File: src/rtl/counter_sum_pkg.sv
// Shared sizing helpers for the counter sum tree: tree depth and per-level node width.
// Latency: n/a (compile-time only).
// Backpressure: n/a.
package counter_sum_pkg;

    function automatic int clog2(input int value);
        int levels;
        int span;
        levels = 0;
        span   = 1;
        while (span < value) begin
            span   = span << 1;
            levels = levels + 1;
        end
        return levels;
    endfunction

    // Number of registered adder levels needed to reduce `channels` leaves to one node.
    function automatic int tree_levels(input int channels);
        return clog2(channels);
    endfunction

    // Every level adds one carry bit, so no node ever truncates.
    function automatic int node_width(input int width, input int level);
        return width + level;
    endfunction

    localparam int DEF_WIDTH    = 8;
    localparam int DEF_CHANNELS = 4;
    localparam int DEF_LEVELS   = tree_levels(DEF_CHANNELS);

endpackage

File: src/rtl/counter_sum_tree_if.sv
// Control and result bundle between a stimulus source and the counter sum tree.
// Latency: combinational wiring only.
// Backpressure: none; results are qualified by valid and never stall.
interface counter_sum_tree_if #(
    parameter int WIDTH    = 8,
    parameter int CHANNELS = 4
);
    logic [CHANNELS-1:0] en;
    logic                clear;
    logic [WIDTH-1:0]    sum;
    logic                overflow;
    logic                overflow_seen;
    logic                valid;

    modport master (
        output en,
        output clear,
        input  sum,
        input  overflow,
        input  overflow_seen,
        input  valid
    );

    modport slave (
        input  en,
        input  clear,
        output sum,
        output overflow,
        output overflow_seen,
        output valid
    );
endinterface

File: src/rtl/add_stage.sv
// One registered adder-tree level: pairs of IN_WIDTH inputs summed into IN_WIDTH+1 outputs.
// Latency: 1 cycle.
// Backpressure: none; a new level result is captured every cycle.
module add_stage
    import counter_sum_pkg::*;
#(
    parameter int IN_WIDTH = 8,
    parameter int NODES    = 1
) (
    input  logic                                           clk,
    input  logic                                           rst,
    input  logic [2*NODES*IN_WIDTH-1:0]                    din,
    output logic [NODES*node_width(IN_WIDTH, 1)-1:0]       dout
);
    localparam int OW = node_width(IN_WIDTH, 1);

    logic [NODES*OW-1:0] sum_nxt;

    for (genvar n = 0; n < NODES; n++) begin : g_node
        assign sum_nxt[n*OW +: OW] = {1'b0, din[(2*n)*IN_WIDTH +: IN_WIDTH]}
                                   + {1'b0, din[(2*n+1)*IN_WIDTH +: IN_WIDTH]};
    end

    always_ff @(posedge clk) begin
        if (!rst) begin
            dout <= '0;
        end else begin
            dout <= sum_nxt;
        end
    end

endmodule

File: src/rtl/counter_sum_tree.sv
// CHANNELS enable-gated wrap counters summed by a registered binary tree, with overflow tracking.
// Latency: counter samples reach sum/overflow LEVELS cycles later; valid after LEVELS edges out of reset.
// Backpressure: none; outputs update every cycle and are qualified by valid only.
module counter_sum_tree
    import counter_sum_pkg::*;
#(
    parameter int WIDTH    = 8,
    parameter int CHANNELS = 4,
    parameter int STEP     = 1
) (
    input  logic           clk,
    input  logic           rst,
    counter_sum_tree_if.slave bus
);
    localparam int LEVELS = tree_levels(CHANNELS);
    localparam int FW     = node_width(WIDTH, LEVELS);
    localparam logic [WIDTH-1:0] STEP_W = WIDTH'(STEP);

    if (WIDTH < 2 || CHANNELS < 2 || CHANNELS > 16 || (1 << LEVELS) != CHANNELS) begin : g_param_chk
        $error("counter_sum_tree: WIDTH must be >= 2 and CHANNELS a power of two in 2..16");
    end

    logic [WIDTH-1:0]  cnt [CHANNELS];
    logic [LEVELS-1:0] vld_sr;
    logic              seen_q;
    logic [FW-1:0]     final_node;
    logic              valid_int;
    logic              ovf_int;

    // Counters wrap naturally through WIDTH-bit addition.
    always_ff @(posedge clk) begin
        if (!rst) begin
            for (int i = 0; i < CHANNELS; i++) cnt[i] <= '0;
        end else if (bus.clear) begin
            for (int i = 0; i < CHANNELS; i++) cnt[i] <= '0;
        end else begin
            for (int i = 0; i < CHANNELS; i++) begin
                if (bus.en[i]) cnt[i] <= cnt[i] + STEP_W;
            end
        end
    end

    // Level 0 is the flattened counter vector; level k is produced by add_stage from level k-1.
    for (genvar k = 0; k <= LEVELS; k++) begin : g_lvl
        localparam int NW = node_width(WIDTH, k);
        localparam int NN = CHANNELS >> k;

        logic [NN*NW-1:0] node_dat;

        if (k == 0) begin : g_leaf
            for (genvar i = 0; i < CHANNELS; i++) begin : g_cnt
                assign node_dat[i*WIDTH +: WIDTH] = cnt[i];
            end
        end else begin : g_node
            add_stage #(
                .IN_WIDTH (NW - 1),
                .NODES    (NN)
            ) u_stage (
                .clk  (clk),
                .rst  (rst),
                .din  (g_lvl[k-1].node_dat),
                .dout (node_dat)
            );
        end
    end

    assign final_node = g_lvl[LEVELS].node_dat;
    assign ovf_int    = |final_node[FW-1:WIDTH];

    // Valid tracks tree fill only; clear leaves it alone since samples keep flowing.
    always_ff @(posedge clk) begin
        if (!rst) begin
            vld_sr <= '0;
        end else begin
            vld_sr <= LEVELS'({vld_sr, 1'b1});
        end
    end

    assign valid_int = vld_sr[LEVELS-1];

    always_ff @(posedge clk) begin
        if (!rst) begin
            seen_q <= 1'b0;
        end else if (bus.clear) begin
            seen_q <= 1'b0;
        end else if (valid_int && ovf_int) begin
            seen_q <= 1'b1;
        end
    end

    assign bus.sum           = final_node[WIDTH-1:0];
    assign bus.overflow      = ovf_int;
    assign bus.valid         = valid_int;
    assign bus.overflow_seen = seen_q;

endmodule

File: src/flat_wrapper.sv
// flat-port wrapper written by rule: the top's interface ports become plain ports
module counter_sum_tree_flat import counter_sum_pkg::*;
#(
    parameter int WIDTH    = 8,
    parameter int CHANNELS = 4,
    parameter int STEP     = 1
)
  (clk, rst, bus_en, bus_clear, bus_sum, bus_overflow, bus_overflow_seen, bus_valid);
  counter_sum_tree_if #(.WIDTH(WIDTH), .CHANNELS(CHANNELS)) bus_i ();
  input  logic clk;
  input  logic rst;
  input wire logic [$bits(bus_i.en)-1:0] bus_en;
  input wire logic [$bits(bus_i.clear)-1:0] bus_clear;
  output wire logic [$bits(bus_i.sum)-1:0] bus_sum;
  output wire logic [$bits(bus_i.overflow)-1:0] bus_overflow;
  output wire logic [$bits(bus_i.overflow_seen)-1:0] bus_overflow_seen;
  output wire logic [$bits(bus_i.valid)-1:0] bus_valid;
  assign bus_i.en = bus_en;
  assign bus_i.clear = bus_clear;
  assign bus_sum = bus_i.sum;
  assign bus_overflow = bus_i.overflow;
  assign bus_overflow_seen = bus_i.overflow_seen;
  assign bus_valid = bus_i.valid;
  counter_sum_tree #(.WIDTH(WIDTH), .CHANNELS(CHANNELS), .STEP(STEP)) u_core (.clk(clk), .rst(rst), .bus(bus_i));
endmodule
File: config.mk
export PLATFORM = sky130hd
export DESIGN_NAME = counter_sum_tree_flat
export DESIGN_NICKNAME = d
export VERILOG_FILES = /design/src/rtl/counter_sum_pkg.sv /design/src/rtl/counter_sum_tree_if.sv /design/src/rtl/add_stage.sv /design/src/rtl/counter_sum_tree.sv /design/src/flat_wrapper.sv
export SDC_FILE = /design/constraint.sdc
export NUM_CORES = 1
export LEC_CHECK = 0
export CAP_MARGIN = 20
export CORE_ASPECT_RATIO = 0.7
export CORE_MARGIN = 2
export CORE_UTILIZATION = 68
export CTS_CLUSTER_DIAMETER = 100
export DETAILED_ROUTE_END_ITERATION = 7
export DONT_BUFFER_PORTS = 1
export PLACE_DENSITY = 0.83
export SLEW_MARGIN = 20
export SYNTH_ARGS = -nofsm -noshare
export SYNTH_HDL_FRONTEND = slang
export SYNTH_SLANG_ARGS = --single-unit
File: constraint.sdc
create_clock -name clk -period 5.78 [get_ports clk]
set_clock_uncertainty 0.05 [all_clocks]
set_input_delay 1.156 -clock clk [delete_from_list [all_inputs] [get_ports clk]]
set_output_delay 1.156 -clock clk [all_outputs]
set_load 0.01 [all_outputs]
# Word-level counts from Yosys, hierarchy flattened
# Memories as Yosys holds them, arrays and structs flattened.
# Index checks and enable logic that the tools add are counted.
[word_totals]
inputBits = 7
regBits = 31
out_inout_bits = 11
mem_count = 1
ram_bits = 32
word_cells = 54
[mem_list]
columns = ["memory", "words", "width", "rd", "rd_ports_with_merged_regs", "wr", "line_no", "text"]
rows = [
  ["u_core.cnt", 4, 8, 4, 0, 4, "counter_sum_tree.sv:23", "logic [WIDTH-1:0] cnt [CHANNELS];"],
]
[op_classes]
reduce_logical = 3
bitwise = 9
add_sub_neg = 7
muxes = 29
[op_table]
columns = ["operator", "count"]
rows = [
  ["$mux 8", 8],
  ["$add 8x1->8 const B", 4],
  ["$mux 1", 21],
  ["$add 8x8->9", 2],
  ["$add 9x9->10", 1],
  ["$or 1x1->1", 8],
  ["$reduce_or 2->1", 2],
  ["$logic_and 1x1->1", 1],
  ["$not 1->1", 1],
]

# Depth between registers and ports, before layout
[logic_depth]
word_depth = 5
mapped_depth = 7
mapped_depth_nobuf = 7

# Hierarchy
# From an unflattened synthesis, not the netlist that was laid out.
[unflattened]
hier_cells = 324
hier_area_um2 = 3291.9
[by_module_without_submodules]
columns = ["mod", "area_per_inst_um2", "instances", "cells_each", "seq_area_each_um2"]
rows = [
  ["counter_sum_tree", 1600.3, 1, 142, 940.9],
  ["add_stage (u_core.g_lvl[1].g_node.u_stage)", 1059.8, 1, 111, 360.3],
  ["add_stage (u_core.g_lvl[2].g_node.u_stage)", 631.9, 1, 71, 200.2],
]

# Worst setup path before layout
# Ideal clock, no wire load.
[synth_path]
path_type = "input to register"
startpoint = "input rst"
endpoint = "memory u_core.cnt[1][0], enable pin"
setup_ns = 0.329
stages = 4
required_time_ns = 5.401
path_slack_ns = 3.484
path_buffers = 2
arrival_time_ns = 1.917
path_cell_list = "buf_2 -> nand2b_1 -> clkbuf_1 -> or2_1"
[synth_lines]
columns = ["item", "line_no", "text"]
rows = [
  ["from (decl)", "flat_wrapper.sv:11", "input logic rst;"],
  ["to (decl)", "counter_sum_tree.sv:23", ""],
]

==> impl_metrics.yaml <==
logic_synthesis:
  ys_ff_latch: 63
  yosys-top-cells-area: "dfxtp_1 23%, edfxtp_1 21%, ha_1 11%"
  synth_top_family_by_area: "simple AND/OR/NAND/NOR gates"
  synthFlopType: "dfxtp_1"
  ys_types: 44
  yosys.area.top_type: "dfxtp_1"
  synth-simple-area-share_pct: 19.7
  synthArstFlopShare_pct: 0
  synthAdderAreaFrac_pct: 12.4
  ys_warn_count: 0
  synth_top_area_share_pct: 22.8
  synth_compound_area_share_pct: 12.2
  synthXorXnorAreaFrac_pct: 6.40
  synth-edff-count: 24
  syn_area_per_cell_um2: 9.87
  synth_nets: 386
  syn_inst: 347
  muxShareOfSynthArea_pct: 1.46
  syn_area_um2: 3420
  ys_seq_area_share_pct: 43.9
power_and_ir_drop:
  p_clk_share_pct: 38.2
  p_leak_uw: 0.00153
  intPower_uw: 708
  peakVddDrop_v: 0.000197
  p_comb_share_pct: 8.0
  p_switching_uw: 224
  swShare_pct: 24.1
  power_uw: 932
  p_per_area_nw_per_um2: 258
  pwr-share-seq_pct: 53.8
setup_path:
  worstReg2RegStart: "u_core.cnt[3][0]$_SDFFCE_PN0P_"
  cp_slowest_stage_delay_ns: 0.46
  worst_setup_path_end_kind: "flip-flop"
  cp_max_fo: 4
  arrival_ns: 2.41
  crit_path_cell_trace: "ha_1, fa_1, a21o_1, a31oi_1, mux2i_1, o311ai_1"
  rr_worst_depth: 6
  cp-start-kind: "flip-flop"
  crit_type: "reg2reg"
  cp.required_ns: 5.94
  rr_endpoint: "u_core.g_lvl[1].g_node.u_stage.dout[15]$_SDFF_PN0_"
  crit_slowest_cell: "edfxtp_1"
  r2r_slack_ns: 3.53
grt:
  grt_max_degree: 31
  grt_pass1_vias: 2431
  top_usage_layer: "met2"
  grt_use_met1_pct: 39.0
  gr-usage-all-layers_pct: 27.0
  grt_use_met2_pct: 39.3
  gr-total-overflow: 0
  grt_first_pass_wirelength_um: 11500
  grt_antenna_before_repair: 0
  globalRouteMet3Util_pct: 8.52
sta:
  finalHoldViolCount: 0
  setup_viol: 0
  setup_tns_ns: 0
  post-route-min-period_ns: 2.25
  rsz0062_at_grt: "false"
  slew_headroom_pct: 67.1
  tightest_slew_ns: 0.491
  finalMaxSlewViolations: 0
  post-route-period-util_pct: 38.9
  whs_ns: 0.383
  max_clock_freq_mhz: 444
  layout_setup_ws_ns: 3.53
layout:
  layout.nets: 382
  multi_input_area_um2: 1780
  syn_to_final_growth_pct: 5.37
  stdcell_count: 417
  drive_above_1_share_pct: 5.46
  antenna_cells: 0
  fillers: 344
  register_area_um2: 1500
floorplanning:
  rows: 21
  io_pins: 18
  initial_core_util_pct: 71.2
  die_w_um: 88.8
  die_area_um2: 5630
  die-height_um: 63.4
  core_um2: 4810
clock_tree:
  hold_buffers: 0
  h-tree-depth: 3
  clkSinkCount: 63
  numCtsBuffers: 9
  cts_buffer_depth: 2
  clock_latency_ns: 0.34
  cts_resized: 0
  clk_pin_slew_worst_paths_ns: 0.07
  clockRootBuffer: "clkbuf_8"
  cts_tree: "built"
  postCtsSetupRepairBufs: 0
worst_hold_path:
  hp-start: "u_core.vld_sr[0]$_DFF_P_"
  min_delay_worst_endpoint: "u_core.vld_sr[1]$_SDFF_PN0_"
  hold_path_depth: 1
  hold_class: "reg2reg"
place:
  io_buffers: 0
  dp_cells: 401
  place_congestion: 0.809
  pre_cts_ws_ns: 3.39
  dp.final_hpwl_um: 4860
flow_run:
  maxCapViolations: 0
drt:
  routedWlPerCell_um: 16.0
  dr.pass1.iters: 7
  routed_wl_um: 6690
  ant_nets: 0
  drc: 0
  via_count: 2544
  drt-vias-per-instance: 6.10
  drtIter0Drc: 317
run_status:
  outcome: "finished, final reports clean"
==> cell families after synthesis <==
| group | Yosys count |
|---|---|
| muxes | 5 |
| adders and majority gates | 32 |
| buffers and inverters | 28 |
| DFF | 63 |
| AOI/OAI and AO/OA | 60 |
| and+or+nand+nor | 134 |
| xor gates and xnor gates | 25 |
==> cell usage after synthesis (all sizes together), types with 4 or more instances <==
library cell / number
ha: 29
edfxtp: 24
a21o: 5
o21a: 7
nor4: 6
xor2: 16
and3: 11
buf: 10
xnor2: 9
nor2: 38
nand4: 4
a211o: 4
nor3: 11
dfxtp: 39
mux2i: 5
a211oi: 6
o21ai: 8
or3: 8
inv: 13
a31oi: 6
nand2b: 5
clkbuf: 5
a21oi: 9
and2: 6
nand2: 13
or2: 5
nand3: 21
==> state kept, by name (all words and copies together), names as in the netlist <==
name and cells:
u_core.g_lvl.g_node.u_stage.dout 28, u_core.cnt 32, u_core.vld_sr 2, u_core.bus.overflow_seen 1
==> worst max-delay path, delay by kind of cell (launching register included) <==
| kind | cells | cell delay [ns] |
|---|---|---|
| compound gates | 3 | 0.66 |
| mux | 1 | 0.23 |
| flops | 1 | 0.46 |
| fa+ha+maj | 2 | 0.71 |
==> worst max path at each step <==
stage / start / endpoint / slack, ns / cells past startpoint
3_3_place_gp: rst / u_core.cnt[0][5]$_SDFFCE_PN0P_ / 3.47 / 4
5_1_grt: u_core.cnt[3][0]$_SDFFCE_PN0P_ / u_core.g_lvl[1].g_node.u_stage.dout[15]$_SDFF_PN0_ / 3.44 / 6
6_report: u_core.cnt[3][0]$_SDFFCE_PN0P_ / u_core.g_lvl[1].g_node.u_stage.dout[15]$_SDFF_PN0_ / 3.53 / 6
2_1_floorplan: rst / u_core.cnt[1][0]$_SDFFCE_PN0P_ / 3.48 / 4
4_1_cts: u_core.cnt[3][0]$_SDFFCE_PN0P_ / u_core.g_lvl[1].g_node.u_stage.dout[15]$_SDFF_PN0_ / 3.57 / 6
3_5_place_dp: rst / u_core.cnt[3][2]$_SDFFCE_PN0P_ / 3.39 / 4
==> metal layers <==
layer | vias to the layer above | wire length [um]
met1 | 1190 | 3170
met3 | 14 | 510
li1 | 1248 | -
met4 | 0 | 93
met2 | 92 | 2920
met5 | - | 0
==> power groups by stage <==
stage | logic [uW] | registers [uW] | clock network [uW]
2_1_floorplan | 69.6 | 503 | 0
5_1_grt | 84.2 | 504 | 381
3_5_place_dp | 72.3 | 511 | 0
4_1_cts | 73.8 | 501 | 360
6_report | 74.3 | 502 | 356
3_3_place_gp | 69.0 | 511 | 0
==> area by class of cell <==
type	count	area share (%)
clock inverter	2	0.347
clock buffer	14	4.82
sequential	63	41.6
tap	69	2.39
multi-input combinational	256	49.5
inverter	13	1.35
==> placed cells by master, fill, tap and decap left out, types with 4 or more instances in the layout <==
master,synthesis,layout
dfxtp_1,39,39
nor2_1,38,38
ha_1,29,29
edfxtp_1,24,24
nand3_1,21,21
xor2_1,16,16
nand2_1,13,13
inv_1,11,11
and3_1,11,11
nor3_1,11,11
clkbuf_8,0,10
xnor2_1,9,9
a21oi_1,9,9
or3_1,8,8
o21ai_0,7,7
o21a_1,7,7
a31oi_1,6,6
and2_1,6,6
a211oi_1,6,6
nor4_1,6,6
nand2b_1,5,5
mux2i_1,5,5
a21o_1,5,5
nand4_1,4,4
a211o_1,4,4
==> per-stage QoR <==
stage               cell area, um^2  utilization (%)
floorplan                      3420                -
global placement               3420             71.1
finish                         3610             75.0
detailed placement             3420             71.1
CTS                            3610             75.0
global route                   3610             75.0
Power figures use the tool's default switching activity.
